--- src/rtl/cocoa_head_pkg.sv ---
// cocoa_head: shared definitions for the instruction-fetch sequencer.
//   fs_state_e : fetch FSM state encoding (IDLE/REQ/LOAD/FAULT)
//   PC_INC     : fetch PC increment (one 32-bit instruction word)
//   CNT_W      : width of the REQ-state timeout counter (covers TIMEOUT up to 65535)
//   align_pc() : forces a byte address onto a word boundary
package cocoa_head;

  typedef enum logic [1:0] {
    FS_IDLE  = 2'd0,
    FS_REQ   = 2'd1,
    FS_LOAD  = 2'd2,
    FS_FAULT = 2'd3
  } fs_state_e;

  localparam logic [31:0] PC_INC = 32'd4;
  localparam int unsigned CNT_W  = 16;

  // Redirect targets may carry junk in the byte-offset bits; instructions
  // are always word aligned.
  function automatic logic [31:0] align_pc(input logic [31:0] addr);
    return addr & ~32'd3;
  endfunction

endpackage

--- src/rtl/fetch_timeout.sv ---
// fetch_timeout: loadable up-counter that bounds the time spent waiting for
// a memory acknowledge.
//   CLK_I     in  clock, rising edge
//   Reset_I   in  asynchronous active-low reset (count -> 0)
//   clr       in  synchronous clear, highest priority
//   en        in  count enable
//   load      in  load load_val (below clr, above en)
//   load_val  in  value loaded when load=1
//   tc        out terminal count: count == TIMEOUT-1
module fetch_timeout
  import cocoa_head::*;
#(
  parameter int unsigned TIMEOUT = 16
) (
  input  logic             CLK_I,
  input  logic             Reset_I,
  input  logic             clr,
  input  logic             en,
  input  logic             load,
  input  logic [CNT_W-1:0] load_val,
  output logic             tc
);

  localparam logic [CNT_W-1:0] TC_VAL = CNT_W'(TIMEOUT - 1);

  logic [CNT_W-1:0] count_reg;

  always_ff @(posedge CLK_I or negedge Reset_I) begin
    if (!Reset_I) begin
      count_reg <= '0;
    end else if (clr) begin
      count_reg <= '0;
    end else if (load) begin
      count_reg <= load_val;
    end else if (en) begin
      count_reg <= count_reg + 1'b1;
    end
  end

  assign tc = (count_reg == TC_VAL);

endmodule

--- src/rtl/fetch_seq.sv ---
// fetch_seq: instruction-fetch sequencer for the multicycle MIPS-C datapath.
// Owns the fetch PC, requests a word from instruction memory with a req/ack
// handshake and pulses the IR write enable once per completed fetch.
//   CLK_I         in  clock, rising edge
//   Reset_I       in  asynchronous active-low reset
//   Start_I       in  launch next fetch (IDLE only)
//   Stall_I       in  blocks a launch from IDLE
//   Redirect_I    in  branch/jump/exception redirect (top priority)
//   RedirectPC_I  in  redirect target, bits [1:0] ignored
//   Clear_I       in  leaves FAULT, PC kept for retry
//   MemAck_I      in  memory read complete
//   MemErr_I      in  memory bus error
//   MemReq_O      out read request (high for the whole REQ state)
//   MemAddr_O     out fetch address (= PC_O)
//   IRWrite_O     out IR write enable
//   PC_O          out current fetch PC
//   FetchDone_O   out one-cycle pulse per written instruction
//   Busy_O        out state is not IDLE
//   Fault_O       out sticky fetch fault
module fetch_seq
  import cocoa_head::*;
#(
  parameter logic [31:0] RESET_PC = 32'h0000_0000,
  parameter int unsigned TIMEOUT  = 16
) (
  input  logic        CLK_I,
  input  logic        Reset_I,
  input  logic        Start_I,
  input  logic        Stall_I,
  input  logic        Redirect_I,
  input  logic [31:0] RedirectPC_I,
  input  logic        Clear_I,
  input  logic        MemAck_I,
  input  logic        MemErr_I,
  output logic        MemReq_O,
  output logic [31:0] MemAddr_O,
  output logic        IRWrite_O,
  output logic [31:0] PC_O,
  output logic        FetchDone_O,
  output logic        Busy_O,
  output logic        Fault_O
);

  fs_state_e   state_reg;
  logic [31:0] pc_reg;
  logic        tmo_tc;
  logic        req_exit;
  logic        in_req;
  logic        load_ok;

  assign in_req   = (state_reg == FS_REQ);
  // Any of these ends the REQ state this cycle; the counter restarts from 0
  // so the next fetch gets a full TIMEOUT window.
  assign req_exit = Redirect_I | MemErr_I | MemAck_I | tmo_tc;

  fetch_timeout #(
    .TIMEOUT (TIMEOUT)
  ) u_timeout (
    .CLK_I    (CLK_I),
    .Reset_I  (Reset_I),
    .clr      (~in_req | req_exit),
    .en       (in_req),
    .load     (1'b0),
    .load_val ('0),
    .tc       (tmo_tc)
  );

  always_ff @(posedge CLK_I or negedge Reset_I) begin
    if (!Reset_I) begin
      state_reg <= FS_IDLE;
      pc_reg    <= RESET_PC;
    end else begin
      unique case (state_reg)
        FS_IDLE: begin
          if (Redirect_I) begin
            pc_reg <= align_pc(RedirectPC_I);
          end else if (Start_I && !Stall_I) begin
            state_reg <= FS_REQ;
          end
        end
        FS_REQ: begin
          // Redirect aborts the request; error beats a simultaneous ack.
          if (Redirect_I) begin
            pc_reg    <= align_pc(RedirectPC_I);
            state_reg <= FS_IDLE;
          end else if (MemErr_I) begin
            state_reg <= FS_FAULT;
          end else if (MemAck_I) begin
            state_reg <= FS_LOAD;
          end else if (tmo_tc) begin
            state_reg <= FS_FAULT;
          end
        end
        FS_LOAD: begin
          pc_reg    <= Redirect_I ? align_pc(RedirectPC_I) : pc_reg + PC_INC;
          state_reg <= FS_IDLE;
        end
        FS_FAULT: begin
          if (Clear_I) begin
            state_reg <= FS_IDLE;
          end
        end
      endcase
    end
  end

  // A redirect arriving during LOAD squashes the instruction being written.
  assign load_ok     = (state_reg == FS_LOAD) & ~Redirect_I;

  assign MemReq_O    = in_req;
  assign MemAddr_O   = pc_reg;
  assign PC_O        = pc_reg;
  assign IRWrite_O   = load_ok;
  assign FetchDone_O = load_ok;
  assign Busy_O      = (state_reg != FS_IDLE);
  assign Fault_O     = (state_reg == FS_FAULT);

endmodule

--- config.mk ---
export PLATFORM = sky130hd
export DESIGN_NAME = fetch_seq
export DESIGN_NICKNAME = d
export VERILOG_FILES = /design/src/rtl/cocoa_head_pkg.sv /design/src/rtl/fetch_timeout.sv /design/src/rtl/fetch_seq.sv
export SDC_FILE = /design/constraint.sdc
export NUM_CORES = 1
export LEC_CHECK = 0
export ABC_AREA = 1
export BUFFER_PORTS_ARGS = -buffer_cell sky130_fd_sc_hd__buf_4
export CAP_MARGIN = 40
export CORE_MARGIN = 3
export CORE_UTILIZATION = 53
export CTS_CLUSTER_SIZE = 14
export DETAILED_ROUTE_END_ITERATION = 7
export PLACE_DENSITY = 0.82
export SLEW_MARGIN = 0
export SYNTH_ARGS = -nofsm -noshare
export SYNTH_HDL_FRONTEND = slang
export SYNTH_SLANG_ARGS = --single-unit
--- constraint.sdc ---
create_clock -name CLK_I -period 1.8 [get_ports CLK_I]
set_input_delay 0.27 -clock CLK_I [delete_from_list [all_inputs] [get_ports CLK_I]]
set_output_delay 0.27 -clock CLK_I [all_outputs]
set_load 0.02 [all_outputs]
==> results of run 1 <==
-- through the flow --
step | instances | setup slack [ns] | hold slack (ns)
after global placement | 705 | 0.222 | 0.322
after floorplan | 564 | 0.202 | -0.0256
after detailed placement | 705 | 0.192 | 0.331
final | 715 | 0.161 | 0.208
after CTS | 714 | 0.0341 | 0.205
after global routing | 715 | 0.00232 | 0.203
-- cells in the mapped netlist (all sizes together) --
library cell / number
a2bb2oi: 1
a31oi: 2
nor3: 6
a21oi: 16
nand2: 180
buf: 44
nor2: 107
nand3: 39
dfrtp: 48
inv: 56
nor3b: 3
o22ai: 4
clkbuf: 4
xnor2: 1
ha: 2
o21ai: 22
xor2: 7
conb: 1
o21a: 10
nand4: 8
-- layer usage --
metal	GRT usage [%]	up-vias	routed length, um
met3	3.82	16	800
met2	42.8	179	4620
met1	35.7	1746	4520
li1	-	1868	-
met5	0	-	0
met4	7.42	0	119
-- worst register-to-register path: cells and delay by family, from the launching register on --
family	cells	cell delay, ns
buffers and inverters	1	0.11
and+or+nand+nor	4	0.59
AOI/OAI and AO/OA	2	0.23
DFF	1	0.37
adders and majority gates	1	0.21
-- logic make-up after synthesis --
group                      after synthesis
and+or+nand+nor                        343
buffers and inverters                  104
AOI/OAI and AO/OA                       55
DFF                                     48
xor gates and xnor gates                 8
adders and majority gates                2
other                                    1
-- report_power, final --
group	total, uW	switching [uW]	internal (uW)
registers	2140	700	1440
clock network	834	415	419
logic	4070	2480	1600
total	7050	3590	3460
-- layout make-up --
class,instances,area (um^2),area share (%)
multi-input combinational,412,1880,43.1
sequential,48,1200,27.5
timing repair buffer,114,858,19.7
inverter,56,215,4.93
tap,77,96.3,2.21
clock buffer,5,68.8,1.58
clock inverter,3,47.5,1.09
-- worst min-delay path by stage --
stage	end	cells after the start
after global placement	state_reg[1]$_DFFE_PN0P_	1
after floorplan	MemAddr_O[10]$_DFFE_PN0P_	0
after detailed placement	MemAddr_O[11]$_DFFE_PN0P_	1
after CTS	MemAddr_O[2]$_DFFE_PN0P_	3
final	MemAddr_O[2]$_DFFE_PN0P_	3
after global routing	MemAddr_O[2]$_DFFE_PN0P_	3
-- repair_timing --
action / in CTS / in global routing
gates resized for setup: 1 / 5
setup buffers: 0 / 1
endpoints found under the setup margin: 2 / 7
hold buffers: 1 / 0
endpoints found under the hold margin: 48 / 0
==> results.cfg, run 1 <==
[outcome]
status = complete, no violations

[sta]
finalCriticalPeriod_ns = 1.64
slew-limit-headroom_pct = 57.8
worst_slew_pin_slew_ns = 0.633
fin_setup_tns_ns = 0
fmaxAchievable_mhz = 610
rsz0062_at_grt = no
finalSetupViolCount = 0
finalHoldViolations = 0
finClkSkew_ns = 0.00652
post-route-period-util_pct = 91.0
slew_viol_final = 0

[routing]
dr.pass1.iters = 5
routedWlPerCell_um = 14.1
totalWireLength_mm = 10.1
ant_nets = 0
drt-initial-drc-count = 266
drc_errors = 0
vias = 3809
vias_per_cell = 5.33

[final_layout]
areaGrowthSynthToFinish_pct = 20.3
nFillCells = 590
design_area_um2 = 4370
drive_above_1_share_pct = 22.6
layout_common_cells = nand2_1 (173), buf_4 (113), nor2_1 (97), inv_1 (54), dfrtp_1 (48)
num-nets-final = 679
antenna_cells = 0
largest_reg_flops = 30
final_common_cell = nand2_1
fin_util_pct = 67.3

[critical_path]
cp.depth = 4
cpMaxStageDelayCell = dfrtp_1
r2r_start = MemAddr_O[2]$_DFFE_PN0P_
worstSetupStartpointType = flip-flop
crit_chain = inv_1, nand3_4, clkinv_4, buf_4
cp.buffers_inverters = 3
reg2reg_depth = 8
cp.required_ns = 1.53
crit_family = buffers and inverters
regToRegSetupSlack_ns = 0.18
reg2reg_to = MemAddr_O[16]$_DFFE_PN0P_
path_class = flip-flop to output pin
endpoint = FetchDone_O
cp-end-kind = output pin
crit_fanout = 19
crit_start = state_reg[0]$_DFFE_PN0P_
critical_path.max_stage_delay_ns = 0.42
worstPathArrival_ns = 1.37

[placement]
dpl.hpwl_mm = 7.57
placed_area_um2 = 4220
place_congestion = 0.945
port_buffers = 102

[global_routing]
track_usage_pct = 26.1
grt_pass1_vias = 3538
grt_pass1_wl_mm = 16.2
antenna_found_initial = 0
grt_overflow_total = 0
grt_max_degree = 49

[power_and_ir_drop]
power.total_uw = 7050
powerDensity_nw_per_um2 = 1610
ir_drop_v = 0.000966
p_leak_uw = 0.00218

[synth]
synth_area_leader_cell = dfrtp_1
synth_top_family_by_area = simple AND/OR/NAND/NOR gates
synth-seq-area-share_pct = 33.1
yosysWarnings = 0
synth-seq-cells = 48
synthCells = 561
synthAdderAreaFrac_pct = 0.689
synthXorXnorAreaFrac_pct = 1.93
synth_top_cell_area_share_pct = 33.1
synth_compound_area_share_pct = 8.68
synthMuxAreaShare_pct = 0
yosys.area_share.simple_pct = 39.6
synth_cell_types = 31
yosys-top-cells-area = dfrtp_1 (33%), nand2_1 (18%), nor2_1 (10%)
syn_area_per_cell_um2 = 6.47
netlist_area_um2 = 3630

[min_path]
hp-start = RedirectPC_I[2]
hp-class = input port to flip-flop

[cts]
numCtsBuffers = 5
cts_buffer_depth = 2
cts.htree.levels = 2
clkSinkCount = 48
cts_root_buf = clkbuf_8
cts.clk_slew.worst_paths_ns = 0.10
cts_tree = built
insertion_delay_ns = 0.31

[floorplan]
die_w_um = 88.8
rows = 29
initial_core_util_pct = 55.9
die_y_um = 88.8
core_region_area_um2 = 6490
dieArea_um2 = 7880
boundaryPins = 109

[run]
cap_violations = 0
(Power assumes the default switching activity.)
==> inputs of run 2 (changes only) <==
--- a/config.mk
+++ b/config.mk
@@ -5,14 +5,13 @@
 export SDC_FILE = /design/constraint.sdc
 export NUM_CORES = 1
 export LEC_CHECK = 0
-export ABC_AREA = 1
 export BUFFER_PORTS_ARGS = -buffer_cell sky130_fd_sc_hd__buf_4
 export CAP_MARGIN = 40
 export CORE_MARGIN = 3
-export CORE_UTILIZATION = 53
+export CORE_UTILIZATION = 51
 export CTS_CLUSTER_SIZE = 14
 export DETAILED_ROUTE_END_ITERATION = 7
-export PLACE_DENSITY = 0.82
+export PLACE_DENSITY = 0.81
 export SLEW_MARGIN = 0
 export SYNTH_ARGS = -nofsm -noshare
 export SYNTH_HDL_FRONTEND = slang
==> run 2 against run 1 <==
  * Global-route usage up 1.5 points
  * First-iteration DRC count down 1.9%
  * Sequential cell count unchanged
  * Fmax down 5.6%
  * Setup slack worse by 0.096 ns
  * Routed wire length down 1.3%
  * Hold slack worse by 0.052 ns
  * Die area down 8.2%
  * Non-clock buffer count up 51
  * Utilization up 5.0 points
  * Highest routed layer unchanged
  * Final area down 0.97%
==> results.cfg, run 2 <==
[synth]
syn_area_per_cell_um2 = 8.57
synth_top_cell_area_share_pct = 37.7
synth-seq-area-share_pct = 37.7
yosys-top-cells-area = dfrtp_1 (38%), buf_4 (8.2%), nor2_1 (5.9%)
synth-seq-cells = 48
synth.top_cells.by_count = nor2_1 (50), dfrtp_1 (48), buf_4 (35), nand2_1 (25), nand3_1 (21)
synth.most_common_cell = nor2_1
yosysWarnings = 0
synth_flop_cell = dfrtp_1
synth_cell_types = 60
synthCells = 372
synth_edf_count = 0
netlist_area_um2 = 3190
async_flop_share_pct = 100
synth_area_leader_cell = dfrtp_1

[critical_path]
regToRegSetupSlack_ns = 0.06
crit_fanout = 8
worstSetupStartpointType = flip-flop
worstPathArrival_ns = 1.95
path_class = flip-flop to flip-flop
cp.required_ns = 2.02
reg2reg_depth = 6
cp-end-kind = flip-flop

[placement]
place_congestion = 0.921
port_buffers = 102
dpl.hpwl_mm = 7.22

[sta]
whs_ns = 0.155
fin_setup_tns_ns = 0
slew_viol_final = 0
fmaxAchievable_mhz = 576
finalCriticalPeriod_ns = 1.74
post-route-period-util_pct = 96.4
worst_slew_pin_slew_ns = 0.640
rsz0062_at_grt = yes
finalHoldViolations = 0
finalSetupViolCount = 0
slew-limit-headroom_pct = 57.3
finClkSkew_ns = 0.00717

[global_routing]
track_usage_pct = 27.5
grt_overflow_total = 0
grt_max_degree = 49
grt_pass1_vias = 3264
grt_pass1_wl_mm = 16.2
antenna_found_initial = 0

[routing]
ant_nets = 0
routedWlPerCell_um = 17.5
totalWireLength_mm = 9.93
drc_errors = 0
vias = 3422
dr.pass1.iters = 5
vias_per_cell = 6.04
drt-initial-drc-count = 261

[cts]
cts.clk_slew.worst_paths_ns = 0.10
cts_buffer_depth = 2
insertion_delay_ns = 0.31
numCtsBuffers = 5
clkSinkCount = 48
cts_tree = built
cts_root_buf = clkbuf_8
cts.htree.levels = 2

[floorplan]
die_w_um = 85.1
rows = 28
dieArea_um2 = 7240
core_region_area_um2 = 5990
boundaryPins = 109
die_y_um = 85.1
initial_core_util_pct = 53.2

[final_layout]
antenna_cells = 0
areaGrowthSynthToFinish_pct = 35.6
num-nets-final = 533
final_common_cell = buf_4
nFillCells = 455
drive_above_1_share_pct = 41.9
largest_reg_flops = 30
layout_common_cells = buf_4 (162), nor2_1 (49), dfrtp_1 (41), nand2_1 (23), nand3_1 (20)

[min_path]
hp-class = input port to flip-flop
min_path_cells = 2

[power_and_ir_drop]
pwr-share-comb_pct = 35.8
p_int_uw = 2100
power_switching_share_pct = 35.1
p_seq_share_pct = 38.6
clkPwrFrac_pct = 25.6
powerDensity_nw_per_um2 = 748
ir_drop_v = 0.000445
p_sw_uw = 1140
p_leak_uw = 0.00193

[outcome]
status = complete, no violations

[run]
cap_violations = 0
==> run 2: worst paths after layout <==
kind	from	to
setup / recovery	MemAddr_O[3]$_DFFE_PN0P_	MemAddr_O[17]$_DFFE_PN0P_
hold / removal	Clear_I	state_reg[0]$_DFFE_PN0P_
setup reg to reg	MemAddr_O[3]$_DFFE_PN0P_	MemAddr_O[17]$_DFFE_PN0P_
hold reg to reg	u_timeout.count_reg[0]$_DFFE_PN0P_	u_timeout.count_reg[0]$_DFFE_PN0P_
max in group asynchronous	Reset_I	MemAddr_O[2]$_DFFE_PN0P_
min in group asynchronous	Reset_I	u_timeout.count_reg[12]$_DFFE_PN0P_
==> run 2: cells by family after synthesis <==
family | share of synthesized area, %
AOI/OAI and AO/OA | 16.4
xor gates and xnor gates | 3.84
adders and majority gates | 0.784
buffers and inverters | 13.5
DFF | 37.7
muxes | 0.314
other | 0.118
and+or+nand+nor | 27.4
==> run 2: critical path: stages, from the launching register on <==
cell and delay [ns]:
dfrtp_2 0.39, and4_4 0.27, nand4_4 0.20, buf_4 0.20, nor4_1 0.27, nor3_1 0.07, a211oi_1 0.23
==> run 2: timing repair <==
action	in CTS	in global routing
setup buffers	1	8
gates resized for setup	4	11
endpoints found under the hold margin	37	0
setup endpoints to repair	3	15
hold buffers	1	0
==> run 2: power by group through the flow <==
stage | sequential (uW) | combinational [uW] | clock (uW)
floorplan | 1380 | 539 | 0
global placement | 1260 | 1090 | 0
detailed placement | 1270 | 1110 | 0
CTS | 1250 | 1120 | 840
global route | 1260 | 1230 | 874
finish | 1250 | 1160 | 829
==> run 2: area by class of cell <==
type / instances / area, um^2 / share of cell area, %
clock buffer: 5 / 68.8 / 1.59
clock inverter: 3 / 47.5 / 1.10
inverter: 9 / 41.3 / 0.955
multi-input combinational: 262 / 1610 / 37.1
sequential: 48 / 1210 / 28.0
tap: 75 / 93.8 / 2.17
timing repair buffer: 165 / 1260 / 29.1
==> run 2: through the flow <==
| stage | setup slack, ns | util (%) | instances | power, uW | cell area [um^2] |
|---|---|---|---|---|---|
| 2_1_floorplan | 0.0151 | - | 375 | 1920 | 3210 |
| 3_3_place_gp | 0.0925 | 68.2 | 549 | 2350 | 4090 |
| 3_5_place_dp | 0.0326 | 68.2 | 549 | 2380 | 4090 |
| 4_1_cts | 0.0114 | 70.6 | 559 | 3210 | 4230 |
| 5_1_grt | -0.0431 | 72.2 | 567 | 3360 | 4330 |
| 6_report | 0.0648 | 72.2 | 567 | 3230 | 4330 |
==> run 2: per-layer routing <==
metal  GRT usage [%]  wire length (um)  vias up
met5               0                 0        -
met4            9.21               130        0
met3            5.34               881       13
met2            44.1              4790      200
met1            37.4              4130     1654
li1                -                 -     1555
==> inputs of run 3 (changes only) <==
--- a/config.mk
+++ b/config.mk
@@ -5,13 +5,13 @@
 export SDC_FILE = /design/constraint.sdc
 export NUM_CORES = 1
 export LEC_CHECK = 0
+export ABC_AREA = 1
 export BUFFER_PORTS_ARGS = -buffer_cell sky130_fd_sc_hd__buf_4
 export CAP_MARGIN = 40
-export CORE_MARGIN = 3
-export CORE_UTILIZATION = 51
+export CORE_MARGIN = 2
+export CORE_UTILIZATION = 30
 export CTS_CLUSTER_SIZE = 14
 export DETAILED_ROUTE_END_ITERATION = 7
-export PLACE_DENSITY = 0.81
 export SLEW_MARGIN = 0
 export SYNTH_ARGS = -nofsm -noshare
 export SYNTH_HDL_FRONTEND = slang
==> run 3 against run 2 <==
  * Register-to-register slack improved by 0.15 ns
  * Sequential share of layout area fell by 1.1 points
  * Routed wire length increased by 3.8%
  * Critical path type is now flip-flop to output pin
  * Highest routed layer unchanged
==> results.cfg, run 3 (synthesis gave the netlist of run 1 again) <==
[outcome]
status = complete, no violations

[cts]
cts.htree.levels = 2
insertion_delay_ns = 0.29
cts_tree = built
cts.clk_slew.worst_paths_ns = 0.07
clkSinkCount = 48
postCtsHoldBufs = 0
numCtsBuffers = 5
cts_buffer_depth = 2
cts_root_buf = clkbuf_16

[sta]
fmaxAchievable_mhz = 584
setup_slack_ns = 0.0883
rsz0062_at_grt = no
worst_slew_pin_slew_ns = 0.638
finalHoldViolations = 0
fin_setup_tns_ns = 0
whs_ns = 0.00504
finClkSkew_ns = 0.0123
finalSetupViolCount = 0
post-route-period-util_pct = 95.1
slew-limit-headroom_pct = 57.4
finalCriticalPeriod_ns = 1.71
slew_viol_final = 0

[global_routing]
grt_max_degree = 49
grt_overflow_total = 0
antenna_found_initial = 0
track_usage_pct = 15.8
grt_pass1_vias = 3476
grt_pass1_wl_mm = 16.5

[critical_path]
crit_fanout = 40
path_class = flip-flop to output pin
r2r_start = u_timeout.count_reg[0]$_DFFE_PN0P_
regToRegSetupSlack_ns = 0.21
reg2reg_depth = 8
endpoint = IRWrite_O
worstPathArrival_ns = 1.44
cp.required_ns = 1.53
worstSetupStartpointType = flip-flop
cp-end-kind = output pin
crit_start = state_reg[0]$_DFFE_PN0P_
reg2reg_to = u_timeout.count_reg[10]$_DFFE_PN0P_

[routing]
ant_nets = 0
drc_errors = 0
dr.pass1.iters = 5
drt-initial-drc-count = 193
totalWireLength_mm = 10.3
vias = 3732
vias_per_cell = 4.77
routedWlPerCell_um = 13.2

[floorplan]
core_region_area_um2 = 11900
rows = 40
dieArea_um2 = 13000
boundaryPins = 109
die_w_um = 114
die_y_um = 114
initial_core_util_pct = 30.5

[final_layout]
final_common_cell = nand2_1
areaGrowthSynthToFinish_pct = 23.1
drive_above_1_share_pct = 22.5
layout_common_cells = nand2_1 (173), buf_4 (111), nor2_1 (97), inv_1 (54), dfrtp_1 (47)
num-nets-final = 677
largest_reg_flops = 30
antenna_cells = 0

[placement]
dpl.hpwl_mm = 7.86
dp_worst_setup_slack_ns = 0.148
place_congestion = 0.896
port_buffers = 102

[power_and_ir_drop]
powerDensity_nw_per_um2 = 1590
p_leak_uw = 0.00219
ir_drop_v = 0.000582

[min_path]
hp-class = input port to async pin

[run]
cap_violations = 0
==> run 3: cell count changes in the layout (fill, tap and decap cells not counted), moves of 10 or more <==
cell / delta
nand2_1: +150
o21a_1: +10
nor2_1: +48
nand3_1: +18
inv_1: +47
buf_4: -51
==> run 3: layout make-up <==
| type | count | area [um^2] |
|---|---|---|
| clock buffers | 5 | 125 |
| well taps | 147 | 184 |
| clock inverters | 2 | 12.5 |
| multi-input cells | 412 | 1890 |
| inverters | 56 | 210 |
| flip-flops and latches | 48 | 1200 |
| repair buffers | 112 | 853 |
| fillers | 1285 | 7440 |
==> run 3: metrics by stage <==
stage                     utilization (%)  total power, uW  cells  area, um^2
after CTS                            37.4             7130    782        4450
after detailed placement             36.2             6190    775        4320
final                                37.6             7100    782        4470
after global routing                 37.6             7640    782        4470
after floorplan                         -             4910    564        3640
after global placement               36.2             6140    775        4320
==> run 3: what timing repair did <==
action | in CTS | in global routing
buffers inserted | 0 | 0
resized for setup | 0 | 5
setup endpoints to repair | 0 | 9
==> run 3: layer usage <==
| layer | track usage [%] | wire [um] |
|---|---|---|
| met1 | 19.6 | 4510 |
| met3 | 2.23 | 495 |
| met5 | 0 | 0 |
| met2 | 28.9 | 5180 |
| met4 | 3.66 | 108 |
==> run 3: worst min path at each step <==
| stage | slack [ns] | cells after the start | end |
|---|---|---|---|
| after floorplan | -0.03 | 0 | MemAddr_O[10]$_DFFE_PN0P_ |
| after global placement | 0.33 | 1 | MemAddr_O[12]$_DFFE_PN0P_ |
| after detailed placement | 0.34 | 1 | MemAddr_O[12]$_DFFE_PN0P_ |
| after CTS | 0.03 | 1 | MemAddr_O[12]$_DFFE_PN0P_ |
| after global routing | 0.06 | 1 | MemAddr_O[12]$_DFFE_PN0P_ |
| final | 0.005 | 1 | MemAddr_O[12]$_DFFE_PN0P_ |
==> run 3: critical path, stage by stage, from the launching register on <==
cell	delay (ns)
dfrtp_1	0.41
inv_1	0.13
nand3_4	0.13
inv_2	0.10
buf_12	0.20
buf_4	0.18
==> run 3: report_power, final <==
| group | leakage [uW] | switching [uW] | total [uW] | internal, uW |
|---|---|---|---|---|
| Sequential | 0.000597 | 668 | 2110 | 1450 |
| Combinational | 0.00152 | 2450 | 4060 | 1610 |
| Clock | 0.0000657 | 413 | 919 | 506 |
